File: src/rtl/sync_fifo.sv
// Single-clock FIFO with wrap-bit pointers, occupancy count, almost flags,
// overflow/underflow pulses, synchronous flush and registered or FWFT read.
module sync_fifo #(
  parameter int DEPTH         = 16,
  parameter int DATA_WIDTH    = 8,
  parameter int ADDR_WIDTH    = $clog2(DEPTH) + 1,
  parameter int AFULL_THRESH  = DEPTH - 2,
  parameter int AEMPTY_THRESH = 1,
  parameter bit FWFT          = 1'b0
) (
  input  logic                  clk,
  input  logic                  rst,
  input  logic                  flush,
  input  logic                  wr_en,
  input  logic [DATA_WIDTH-1:0] wr_data,
  input  logic                  rd_en,
  output logic [DATA_WIDTH-1:0] rd_data,
  output logic                  rd_valid,
  output logic                  full,
  output logic                  empty,
  output logic                  almost_full,
  output logic                  almost_empty,
  output logic [ADDR_WIDTH-1:0] count,
  output logic                  overflow,
  output logic                  underflow,
  output logic [ADDR_WIDTH-1:0] wr_ptr,
  output logic [ADDR_WIDTH-1:0] rd_ptr
);

  localparam int IW = ADDR_WIDTH - 1;
  localparam logic [ADDR_WIDTH-1:0] ONE       = ADDR_WIDTH'(1);
  localparam logic [ADDR_WIDTH-1:0] AF_LEVEL  = ADDR_WIDTH'(AFULL_THRESH);
  localparam logic [ADDR_WIDTH-1:0] AE_LEVEL  = ADDR_WIDTH'(AEMPTY_THRESH);

  logic [DATA_WIDTH-1:0] mem [DEPTH];
  logic [IW-1:0]         wr_idx;
  logic [IW-1:0]         rd_idx;
  logic                  wr_acc;
  logic                  rd_acc;
  logic [DATA_WIDTH-1:0] rd_data_q;
  logic                  rd_valid_q;

  assign wr_idx = wr_ptr[IW-1:0];
  assign rd_idx = rd_ptr[IW-1:0];

  // Full when the pointers sit on the same slot but one has lapped the other.
  assign full         = (wr_ptr[ADDR_WIDTH-1] != rd_ptr[ADDR_WIDTH-1]) && (wr_idx == rd_idx);
  assign empty        = (wr_ptr == rd_ptr);
  assign almost_full  = (count >= AF_LEVEL);
  assign almost_empty = (count <= AE_LEVEL);

  assign wr_acc = wr_en && !full;
  assign rd_acc = rd_en && !empty;

  assign rd_data  = FWFT ? mem[rd_idx] : rd_data_q;
  assign rd_valid = FWFT ? !empty : rd_valid_q;

  always_ff @(posedge clk) begin
    if (!rst && !flush && wr_acc) begin
      mem[wr_idx] <= wr_data;
    end
  end

  always_ff @(posedge clk) begin
    if (rst) begin
      wr_ptr     <= '0;
      rd_ptr     <= '0;
      count      <= '0;
      rd_data_q  <= '0;
      rd_valid_q <= 1'b0;
      overflow   <= 1'b0;
      underflow  <= 1'b0;
    end else if (flush) begin
      wr_ptr     <= '0;
      rd_ptr     <= '0;
      count      <= '0;
      rd_valid_q <= 1'b0;
      overflow   <= 1'b0;
      underflow  <= 1'b0;
    end else begin
      overflow   <= wr_en && full;
      underflow  <= rd_en && empty;
      rd_valid_q <= rd_acc;
      if (wr_acc) begin
        wr_ptr <= wr_ptr + ONE;
      end
      if (rd_acc) begin
        rd_ptr    <= rd_ptr + ONE;
        rd_data_q <= mem[rd_idx];
      end
      case ({wr_acc, rd_acc})
        2'b10:   count <= count + ONE;
        2'b01:   count <= count - ONE;
        default: count <= count;
      endcase
    end
  end

endmodule

File: config.mk
export PLATFORM = sky130hd
export DESIGN_NAME = sync_fifo
export DESIGN_NICKNAME = d
export VERILOG_FILES = /design/src/rtl/sync_fifo.sv
export SDC_FILE = /design/constraint.sdc
export NUM_CORES = 1
export LEC_CHECK = 0
export CORE_ASPECT_RATIO = 1.2
export CORE_UTILIZATION = 25
export CTS_BUF_LIST = sky130_fd_sc_hd__clkbuf_8
export CTS_CLUSTER_DIAMETER = 40
export CTS_CLUSTER_SIZE = 30
export DETAILED_ROUTE_END_ITERATION = 6
export PLACE_DENSITY = 0.49
export REMOVE_ABC_BUFFERS = 1
export SLEW_MARGIN = 15
export SYNTH_ARGS = -nofsm -noshare
export SYNTH_HDL_FRONTEND = slang
export SYNTH_SLANG_ARGS = --single-unit
File: constraint.sdc
create_clock -name clk -period 3.5 [get_ports clk]
set_input_delay 0.35 -clock clk [delete_from_list [all_inputs] [get_ports clk]]
set_output_delay 0.35 -clock clk [all_outputs]
set_load 0.03 [all_outputs]
======== Word level (Yosys, flattened, before mapping) ========
Memories as Yosys holds them, arrays and structs flattened. A register that Yosys moved wholly into a read port is not among the register bits.
Index checks and enable logic that the tools add are counted.
storage, ports and cells
  flip-flop bits (word level) ............. 18
  RAM bits ................................ 128
  output and inout port bits .............. 30
  word-level logic and storage cells ...... 36
  memories ................................ 1
memory list
  name  words  bits a word  read ports  clocked after memory_dff  wr ports  line  RTL
  mem   16     8            1           1                         1         35    logic [DATA_WIDTH-1:0] mem [DEPTH];
operators by class
  add/subtract/negate cells ............... 4
  magnitude comparators ................... 2
  equal/unequal tests ..................... 5
  muxes and demuxes ....................... 3
  bitwise operators ....................... 1
  reduce and logical (&&, ||, !) cells .... 14
operator list
  cell                                                                count
  adder 5 x 1 -> 5 bit (second input constant)                        3
  case mux 5 bit (2 select lines)                                     1
  logical AND 1 bit                                                   7
  == test 5 bit                                                       1
  greater-or-equal comparator 5 x 4 -> 1 bit (second input constant)  1
  less-or-equal comparator 5 x 1 -> 1 bit (second input constant)     1
  subtractor 5 x 1 -> 5 bit (second input constant)                   1
  == test 4 bit                                                       1
  logical NOT 1 bit                                                   4
  == test 2 x 1 -> 1 bit (second input constant)                      1
  == test 2 bit (second input constant)                               1
  two-way mux 1 bit                                                   2
  AND reduction 2 bit                                                 1
  nonzero test 2 bit                                                  1
  OR reduction 2 bit                                                  1
  != test 1 bit                                                       1
  NOT 1 bit                                                           1

======== Depth between registers and ports, before layout ========
Gate-level depths: netlist of run 1.
  word-level depth ........................ 7
  mapped depth ............................ 10
  depth with buffers taken out ............ 9

======== Worst setup path after synthesis of run 1 ========
OpenSTA, ideal clock, no wires.
  path type ............................... register to register
  from .................................... reg rd_ptr[0]
  to ...................................... reg count[2]
  library setup time ...................... 71 ps
  arrival time ............................ 2276 ps
  slack ................................... 1153 ps
  cell stages (with the launch flop) ...... 9
  path buffers ............................ 1
  clock period less this slack ............ 2347 ps
  cells stage by stage .................... dfxtp_1 -> buf_4 -> xnor2_1 -> nand4_2 -> o21ai_2 -> inv_1 -> ha_1 -> or3_1 -> a21oi_1
RTL lines
  element                                                                line  RTL
  start, declared                                                        27    output logic [ADDR_WIDTH-1:0] rd_ptr
  start signal, assigned                                                 88    rd_ptr <= rd_ptr + ONE;
  == test 5 bit (*)                                                      48    assign empty = (wr_ptr == rd_ptr);
  logical NOT 1 bit (*)                                                  --
  logical AND 1 bit (*)                                                  53    assign rd_acc = rd_en && !empty;
  net rd_acc                                                             39    logic rd_acc;
  == test 2 x 1 -> 1 bit or == test 2 bit (tied branches)                91    case ({wr_acc, rd_acc})
  case mux 5 bit (2 select lines) or nonzero test 2 bit (tied branches)  --
  end signal, assigned                                                   92    2'b10: count <= count + ONE;
  end signal, assigned                                                   93    2'b01: count <= count - ONE;
  end signal, assigned                                                   94    default: count <= count;
  end, declared                                                          23    output logic [ADDR_WIDTH-1:0] count,
The timed path passes the listed nets; every way through them passes the cells marked *.
A chain may end at the register's enable or synchronous reset.

======== Worst setup path in the final report of run 1 ========
  from .................................... reg rd_ptr[2]
  to ...................................... out empty
on the way
  word-level cells in the longest chain between the ends .. 1
RTL lines
  element        line  RTL
  == test 5 bit  48
  end, declared  20    output logic empty,
Every way passes these cells.

==> results.md, run 1 <==
- Setup bufs post-CTS: 0
- CP required: ~3.2 ns
- DR vias: between 3000 and 4000
- Grt peak-use layer: met2
- GPL Wtd Cong: about 0.78
- Skew final: 0.00581 ns
- Drt total wl: around 14000 µm
- Chip width: 146 µm
- Post-Syn Instances: 356
- Worst setup EP type: output pin
- Commonest non-fill, non-tap cell in the layout: edfxtp_1
- Std-Cell Rows: 62
- Seq/Total Area, Yosys: roughly 70%
- Post-route setup TNS: 0 ns
- Total clock sinks: between 150 and 200
- Initial core utilization: between 20% and 30%
- CP max FO: 8
- Crit path kind: reg -> out
- PostCTS Resize Cnt: 0
- CTS tree: yes
- Global Route met1 Usage: ~16%
- Die height: between 150 and 200 µm
- CP startpoint kind: register
- CP delay by family, top: buffers and inverters
- Ys async rst share: 0%
- Worst-path clk slew: 0.08 ns
- Global-route wire length before repair: approximately 22000 µm
- Arrival time worst endpoint: ~2.4 ns
- Maximum clock insertion buffer count: 2
- Post-route ant nets: 0
- Port Buffers: 42
- WL per Instance: between 15 and 20 µm
- RSZ-0062 raised after global routing: no
- Fin crit period: about 2.8 ns
- Reg2reg path depth: 5
- Drt pass-1 iters: 4
- Hold Crit Depth: 2
- Layout Nets: between 400 and 500
- Via-to-Cell Ratio: about 4.4
- Fin crit share: approximately 79%
- DRT iter0 DRCs: ~220
- GRT Total Usage: a little under an eighth
- GR Util met3: between 3 and 4%
- Grt ovf: 0
- Worst-Margin Slew: 0.810 ns
- Pin count of the biggest net entering global routing: 37
- Max Slew Vio Count: 0
- Clk_lat worst skew: roughly 0.44 ns
- DRC: 0
- Post-CTS Hold Buffers: 0
- Synth Flop Type: edfxtp_1
- Post-Syn Area: 0.00624 mm²
- Commonest non-fill, non-tap cells in the layout: 128 x edfxtp_1, 42 x clkdlybuf4s50_1, 32 x mux4_2
- CTS root buf: clkbuf_8
- Synth cell types: slightly above 40
- Buf+Inv Stages, Crit Path: 1
- #FFs+latches synth: ~150
- Layout Utilization: between 30% and 40%
- N_diodes: 0
- Stages on worst setup path: 4
- Crit-path cells: xnor2_1 -> nand4_2 -> nor2_1 -> clkdlybuf4s50_1
- Yosys warns: 0
- Slowest cell on the critical path: clkdlybuf4s50_1
- Vias in the first global route: between 3000 and 4000
- Initial antenna violation count: 0
- F_max: 360 MHz
- Finish-stage setup viols: 0
- Hpwl dp: between 9000 and 10000 µm
- Pwr/cell area: about 460 mW/mm²
- Fillcell total: about 2400
- Core Area: around 0.024 mm²
- CTS buffer count: 17
- IR drop worst, VDD: approximately 0.21 mV
- Grt met2 use: 18.1%
- Layout area overhead: 18.1%
- Share of cells above drive strength 1: between 10% and 20%
- Post-synth EDFFs: between 100 and 150
- Status: finished, final reports clean
- Mean Syn Cell Area: approximately 18 µm²
- Area of the die: between 0.02 and 0.03 mm²
- Largest stage delay on the critical path: 0.72 ns
- H-tree Lvls: 4
- Worst rel slew slack: 45.9%
- Type of the worst min-delay path: reg -> reg
- Max Cap Viol: 0
- Hold Fails Final Rpt: 0
- Lkg Pwr: 0.00227 µW
- Io pins: 43
cells by family (layout without fill, tap and decap cells):
family / count (synthesis) / count (layout) / synth area share [%]
AO/OA/AOI/OAI: 33 / 33 / 4.01
XOR/XNOR: 16 / 16 / 2.37
adder cells (fa/ha/maj): 10 / 10 / 2.01
buffers and inverters: 22 / 83 / 1.71
flip-flops: 154 / 154 / 70.0
multiplexers: 43 / 43 / 13.3
AND/OR/NAND/NOR: 78 / 78 / 6.62
final cells by class:
class	count	area [µm²]	area share [%]
inverter	6	22.5	0.306
tap	320	400	5.43
clock inverter	15	134	1.82
timing repair buffer	45	443	6.01
sequential	154	4370	59.3
multi-input combinational	180	1770	24.0
clock buffer	17	234	3.18
routing by layer:
metal	up-vias	part of all wire (%)	routed length, µm
li1	1491	-	-
met1	1664	47	6510
met2	84	48	6660
met3	13	4.1	575
met4	0	0.82	113
met5	-	0	0
worst register-to-register path, cell delays in order, from the launching register on:
cell and delay (ns):
dfxtp_1 0.53, xnor2_1 0.16, nand4_2 0.22, o21ai_4 0.15, nor4_1 0.55, and2_1 0.47
where the power goes:
| part | switching (µW) | total (µW) | internal (µW) |
|---|---|---|---|
| registers | 7.68 | 2000 | 1990 |
| logic | 99.1 | 159 | 60.1 |
| clock network | 630 | 1250 | 618 |
path summary, 6_finish.rpt:
kind	startpoint	to	slack (ns)
hold reg to reg	rd_data[3]	rd_data[3]	0.51
setup / recovery	rd_ptr[2]	empty	0.73
hold / removal	rd_data[3]	rd_data[3]	0.51
setup reg to reg	rd_ptr[2]	mem[0][4]	1.08
registers in the layout (all words and copies together) (netlist names):
register   flops
count          5
mem          128
overflow       1
rd_data        8
rd_ptr         5
rd_valid       1
underflow      1
wr_ptr         5
synth_stat cells (all sizes together) (2+ instances only):
library cell / number / share of area (%)
nand2b: 2 / 0.20
nor2: 29 / 1.7
nand4: 2 / 0.30
and3: 6 / 0.60
inv: 6 / 0.36
xnor2: 9 / 1.4
a22oi: 16 / 1.9
nor2b: 2 / 0.20
edfxtp: 128 / 62
o21ai: 4 / 0.56
nand4b: 2 / 0.28
dfxtp: 26 / 8.3
nor4: 3 / 0.30
or3: 2 / 0.20
o211ai: 4 / 0.48
a21oi: 6 / 0.66
clkbuf: 10 / 0.64
nand3: 3 / 0.24
nand2: 9 / 0.54
buf: 6 / 0.70
xor2: 7 / 0.98
and2: 14 / 1.4
mux2i: 11 / 1.8
ha: 10 / 2.0
mux4: 32 / 12
per-stage QoR:
stage	cells	setup WS, ns	instance area, µm²	total power [µW]	hold slack, ns
global placement	705	0.791	7000	2200	0.480
finish	737	0.726	7370	3410	0.513
CTS	737	0.682	7370	3450	0.523
detailed placement	705	0.760	7000	2200	0.495
floorplan	340	0.0154	6150	2120	0.422
global route	737	0.558	7370	3530	0.545
(Power assumes the default switching activity.)
==> run 2, diff against run 1 <==
==> constraint.sdc (replaced) <==
create_clock -name clk -period 2.8 [get_ports clk]
set_input_delay 0.28 -clock clk [delete_from_list [all_inputs] [get_ports clk]]
set_output_delay 0.28 -clock clk [all_outputs]
set_load 0.03 [all_outputs]
==> results.md, run 2 (same netlist as run 1, synthesis figures left out) <==
- Status: finished, final reports clean
- Area of placed instances: 0.00706 mm² (+0.86%)
- Pin count of the biggest net entering global routing: 37 (unchanged)
- F_max: 392 MHz
- Total clock sinks: 154 (unchanged)
- Max reg flops: 128 (unchanged)
- Max Slew Vio Count: 0 (unchanged)
- Crit path kind: reg -> out
- RSZ-0062 raised after global routing: no
- DR vias: 3299 (+1.4%)
- Finish-stage setup viols: 0 (unchanged)
- Port Buffers: 42 (unchanged)
- Skew final: 0.0104 ns (+0.00464 ns)
- Hpwl dp: 9690 µm (+0.72%)
- Commonest non-fill, non-tap cell in the layout: edfxtp_1
- Initial core utilization: 25.8% (unchanged)
- Commonest non-fill, non-tap cells in the layout: 128 x edfxtp_1, 41 x clkdlybuf4s50_1, 32 x mux4_2
- H-tree Lvls: 4 (unchanged)
- Io pins: 43 (unchanged)
- Die height: 175 µm (unchanged)
- Core Area: 0.0242 mm² (unchanged)
- Worst-path clk slew: 0.08 ns (about the same)
- N_diodes: 0 (unchanged)
- Chip width: 146 µm (unchanged)
- DRC: 0 (unchanged)
- CTS tree: yes
- Layout Nets: 435 (+1.9%)
- Design area: 0.00746 mm² (+1.2%)
- Hold Fails Final Rpt: 0 (unchanged)
- Worst-Margin Slew: 0.849 ns (+0.0391 ns)
- Std-Cell Rows: 62 (unchanged)
- Lkg Pwr: 0.00234 µW (+2.9%)
- CP max FO: 7 (-1)
- Layout area overhead: 19.6%
- CTS buffer count: 17 (unchanged)
- Fin crit period: about 2.6 ns
- Final Non-Filler Cells: 743 (+0.81%)
- Fin crit share: 91.1%
- Pwr/cell area: 590 mW/mm² (+28%)
- Maximum clock insertion buffer count: 2 (unchanged)
- Post-route setup TNS: 0 ns (unchanged)
- Share of cells above drive strength 1: 18.2% (+0.46 points)
- GRT Total Usage: 11.8% (+0.29 points)
- Max Cap Viol: 0 (unchanged)
- Arrival time worst endpoint: 2.27 ns (-0.15 ns)
- Drt total wl: 14300 µm (+3.1%)
- Area of the die: 0.0256 mm² (unchanged)
- IR drop worst, VDD: 0.258 mV (+22%)
- Cell Count Post-Placement: 713 (+1.1%)
- Initial antenna violation count: 0 (unchanged)
- CP startpoint kind: register
- DRT iter0 DRCs: 206 (-5.1%)
- Drt pass-1 iters: 4 (unchanged)
- Post-route ant nets: 0 (unchanged)
- Via-to-Cell Ratio: 4.44 (+0.63%)
- Largest Register: mem
- Worst setup EP type: output pin
- CP required: 2.52 ns (-0.63 ns)
- Global-route wire length before repair: 21700 µm (+0.32%)
- Type of the worst min-delay path: reg -> reg
- Grt ovf: 0 (unchanged)
- WL per Instance: 19.2 µm (+2.2%)
- GPL Wtd Cong: 0.745 (-4.6%)
- Clk_lat worst skew: 0.44 ns (about the same)
- Vias in the first global route: 3477 (+2.1%)
- Final Total Pwr: 4400 µW (+29%)
- CTS root buf: clkbuf_8
- Worst rel slew slack: 43.2% (-2.7 points)
-- run 2: power by group --
| part | leakage [µW] | switching [µW] | internal, µW |
|---|---|---|---|
| clock | 0.000206 | 762 | 940 |
| sequential | 0.00136 | 9.67 | 2490 |
| combinational | 0.000769 | 126 | 76.9 |
| total | 0.00234 | 898 | 3500 |
-- run 2: final timing paths --
path | from | endpoint | slack [ns] | cells past startpoint
min | rd_data[3] | rd_data[3] | 0.51 | 2
min reg2reg | rd_data[3] | rd_data[3] | 0.51 | 2
max | wr_ptr[1] | full | 0.25 | 4
max reg2reg | wr_ptr[1] | count[2] | 0.49 | 6
-- run 2: worst max-delay path: stages, from the launching register on --
cell and delay (ns):
dfxtp_1 0.49, xnor2_1 0.20, nand4_2 0.25, nor2_1 0.20, clkdlybuf4s50_1 0.69
-- run 2: final cells by class --
| type | count | area, µm² |
|---|---|---|
| sequential | 154 | 4370 |
| clock buffer | 17 | 234 |
| fill | 2402 | 16700 |
| timing repair buffer | 53 | 505 |
| inverter | 6 | 22.5 |
| clock inverter | 13 | 161 |
| multi-input combinational | 180 | 1770 |
| tap | 320 | 400 |
-- run 2: stage by stage --
step	setup slack [ns]	util, %	hold slack (ns)
5_1_grt	0.0555	30.8	0.548
6_report	0.248	30.8	0.511
3_3_place_gp	0.374	29.2	0.479
4_1_cts	0.117	30.8	0.520
3_5_place_dp	0.390	29.2	0.497
2_1_floorplan	-0.685	-	0.352
-- run 2: metal layers --
layer | global-route usage, % | routed length, µm | share of wire (%)
met3 | 2.72 | 718 | 5.0
met1 | 15.7 | 6400 | 45
met5 | 0 | 0 | 0
met4 | 4.34 | 209 | 1.5
met2 | 18.8 | 6950 | 49
-- run 2: timing repair --
action	CTS	global route
hold buffers	0	0
endpoints found under the setup margin	0	1
gates resized for setup	0	1
setup buffers	0	0
==> RTL edit: new RTL, settings of run 1 <==
Put one more register stage on the output `overflow`. The value now appears one clock later. The other outputs are not delayed to match. Comments in the files are not updated.
--- a/src/rtl/sync_fifo.sv
+++ b/src/rtl/sync_fifo.sv
@@ -33,2 +33,4 @@
   localparam logic [ADDR_WIDTH-1:0] AE_LEVEL  = ADDR_WIDTH'(AEMPTY_THRESH);
+
+  logic overflow_s0;
 
@@ -70,3 +72,3 @@
       rd_valid_q <= 1'b0;
-      overflow   <= 1'b0;
+      overflow_s0 <= 1'b0;
       underflow  <= 1'b0;
@@ -77,6 +79,6 @@
       rd_valid_q <= 1'b0;
-      overflow   <= 1'b0;
+      overflow_s0 <= 1'b0;
       underflow  <= 1'b0;
     end else begin
-      overflow   <= wr_en && full;
+      overflow_s0 <= wr_en && full;
       underflow  <= rd_en && empty;
@@ -98,2 +100,6 @@
 
+  always_ff @(posedge clk) begin
+    overflow <= overflow_s0;
+  end
+
 endmodule
Behaviour: no difference found for any inputs over 4 cycles, from zero or initial values and one cycle with rst high; that may be too few to reach the edited logic, so the function may still have changed.
==> RTL edit against run 1 <==
- power rose by 7.4%
- global-route usage rose by 0.15 points
- highest routed layer unchanged
- wire length rose by 1.9%
- sequential cell count rose by 1
- area after synthesis rose by 0.32%
- worst setup slack got worse by 0.026 ns
- design area rose by 1.3%
- fmax fell by 0.94%
==> RTL edit: results (changes against run 1) <==
- Fill cells: 2418 (+0.88%)
- Min-delay worst type: flip-flop to flip-flop
- Final max-slew violation count: 0 (unchanged)
- Fraction of the yosys area taken by sequential cells: 70.1% (+0.096 points)
- Clk_skew: 0.0106 ns (+0.00483 ns)
- CTS buffer count: 17 (unchanged)
- Crit path max-delay family: buffers and inverters
- Critical path peak fanout: 8 (unchanged)
- Synth top cells by count: edfxtp_1, mux4_2, nor2_1, dfxtp_1, a22oi_1
- Buffers on Ports: 42 (unchanged)
- Synth top area cells: edfxtp_1, mux4_2, dfxtp_1
- Synth warn: 0 (unchanged)
- Clk slew on worst S/H paths: 0.08 ns (about the same)
- H-tree depth: 4 (unchanged)
- Slew of the pin with the lowest slew margin: 0.804 ns (-0.00603 ns)
- # diodes: 0 (unchanged)
- Routed WL per cell: 19.0 um (+1.1%)
- Async set or reset register ratio after synthesis: 0% (unchanged)
- Drt initial violations: 320 (+47%)
- # resized after CTS: 0 (unchanged)
- Drt pass-1 iters: 4 (unchanged)
- Critical path arrival: 2.45 ns (+0.03 ns)
- Slowest stage delay, CP: 0.71 ns
- Vias in the first global route: 3410 (+0.088%)
- First-pass GRT wire length: 21.5 mm (-0.64%)
- Via Count: 3322 (+2.2%)
- Initial antenna violation count: 0 (unchanged)
- Synth Area in XOR/XNOR: 2.36% (-0.0076 points)
- Leak pwr: 2.31 nW (+1.7%)
- Netlist cell types: 41 (unchanged)
- Number of flops mapped to enable cells by yosys: 128 (unchanged)
- Layout cells sized above 1: 17.2% (-0.52 points)
- Mux contribution to synthesized area: 13.3% (-0.043 points)
- Compound-cell area share of the yosys netlist: 4.00% (-0.013 points)
- Worst-Skew Late Latency: approximately 0.45 ns
- Setup TNS Final: 0 ns (unchanged)
- Postcts setup bufs: 0 (unchanged)
- Post-synthesis adder-cell area fraction: 2.00% (-0.0064 points)
- Final GP Congestion: 0.752 (-3.6%)
- GRT Total Usage: 11.7% (+0.15 points)
- Maximum root-to-sink buffer count: 2 (unchanged)
- Max reg flops: 128 (unchanged)
- DPL Wire Length: 9.30 mm (-3.3%)
- Clock Tree Root: clkbuf_8
- Pin count of the biggest net entering global routing: 37 (unchanged)
- Nets@finish: 428 (+0.23%)
- Status: completed
- Most flop-heavy register: mem
- Maximum vdd drop: 0.000230 V (+8.8%)
-- RTL edit: report_power, final --
part | leakage, nW | total [mW] | internal, mW | switching (mW)
Combinational | 0.724 | 0.159 | 0.0599 | 0.0992
Sequential | 1.37 | 2.01 | 2.00 | 0.00833
Clock | 0.218 | 1.49 | 0.835 | 0.654
Total | 2.31 | 3.66 | 2.90 | 0.762
-- RTL edit: final timing paths --
path	start	endpoint	slack, ns	cells after the start
worst max-delay path	rd_ptr[2]$_SDFFE_PP0P_	empty	0.70	4
worst max register to register	rd_ptr[2]$_SDFFE_PP0P_	mem[0][4]$_DFFE_PP_	1.00	5
worst min register to register	overflow_s0$_SDFF_PP0_	overflow$_DFF_P_	0.34	0
worst min-delay path	overflow_s0$_SDFF_PP0_	overflow$_DFF_P_	0.34	0
-- RTL edit: layout make-up --
cell class	instances	area share [%]
Clock buffer	17	3.13
Inverter	6	0.302
Multi-Input combinational cell	180	23.7
Tap cell	325	5.45
Timing Repair Buffer	45	5.93
Clock inverter	15	2.75
Sequential cell	155	58.8
-- RTL edit: cells by family after synthesis --
group	Yosys count
compound gates	33
buf+inv	22
mux	43
flops	155
xor+xnor	16
simple gates	78
fa+ha+maj	10
-- RTL edit: per-stage QoR --
step | instances | utilization, % | total power [mW] | instance area, sq um | worst slack [ns]
CTS | 743 | 30.3 | 3.69 | 7460 | 0.677
global route | 743 | 30.3 | 3.76 | 7460 | 0.544
global placement | 711 | 28.5 | 2.21 | 7020 | 0.779
floorplan | 341 | - | 2.13 | 6170 | 0.0154
finish | 743 | 30.3 | 3.66 | 7460 | 0.699
detailed placement | 711 | 28.5 | 2.21 | 7020 | 0.705
-- RTL edit: routing by layer --
layer	global-route usage [%]	vias to the layer above	wire [um]
li1	-	1491	-
met1	15.9	1711	6700
met2	17.5	98	6430
met3	3.01	22	690
met4	5.08	0	298
met5	0	-	0
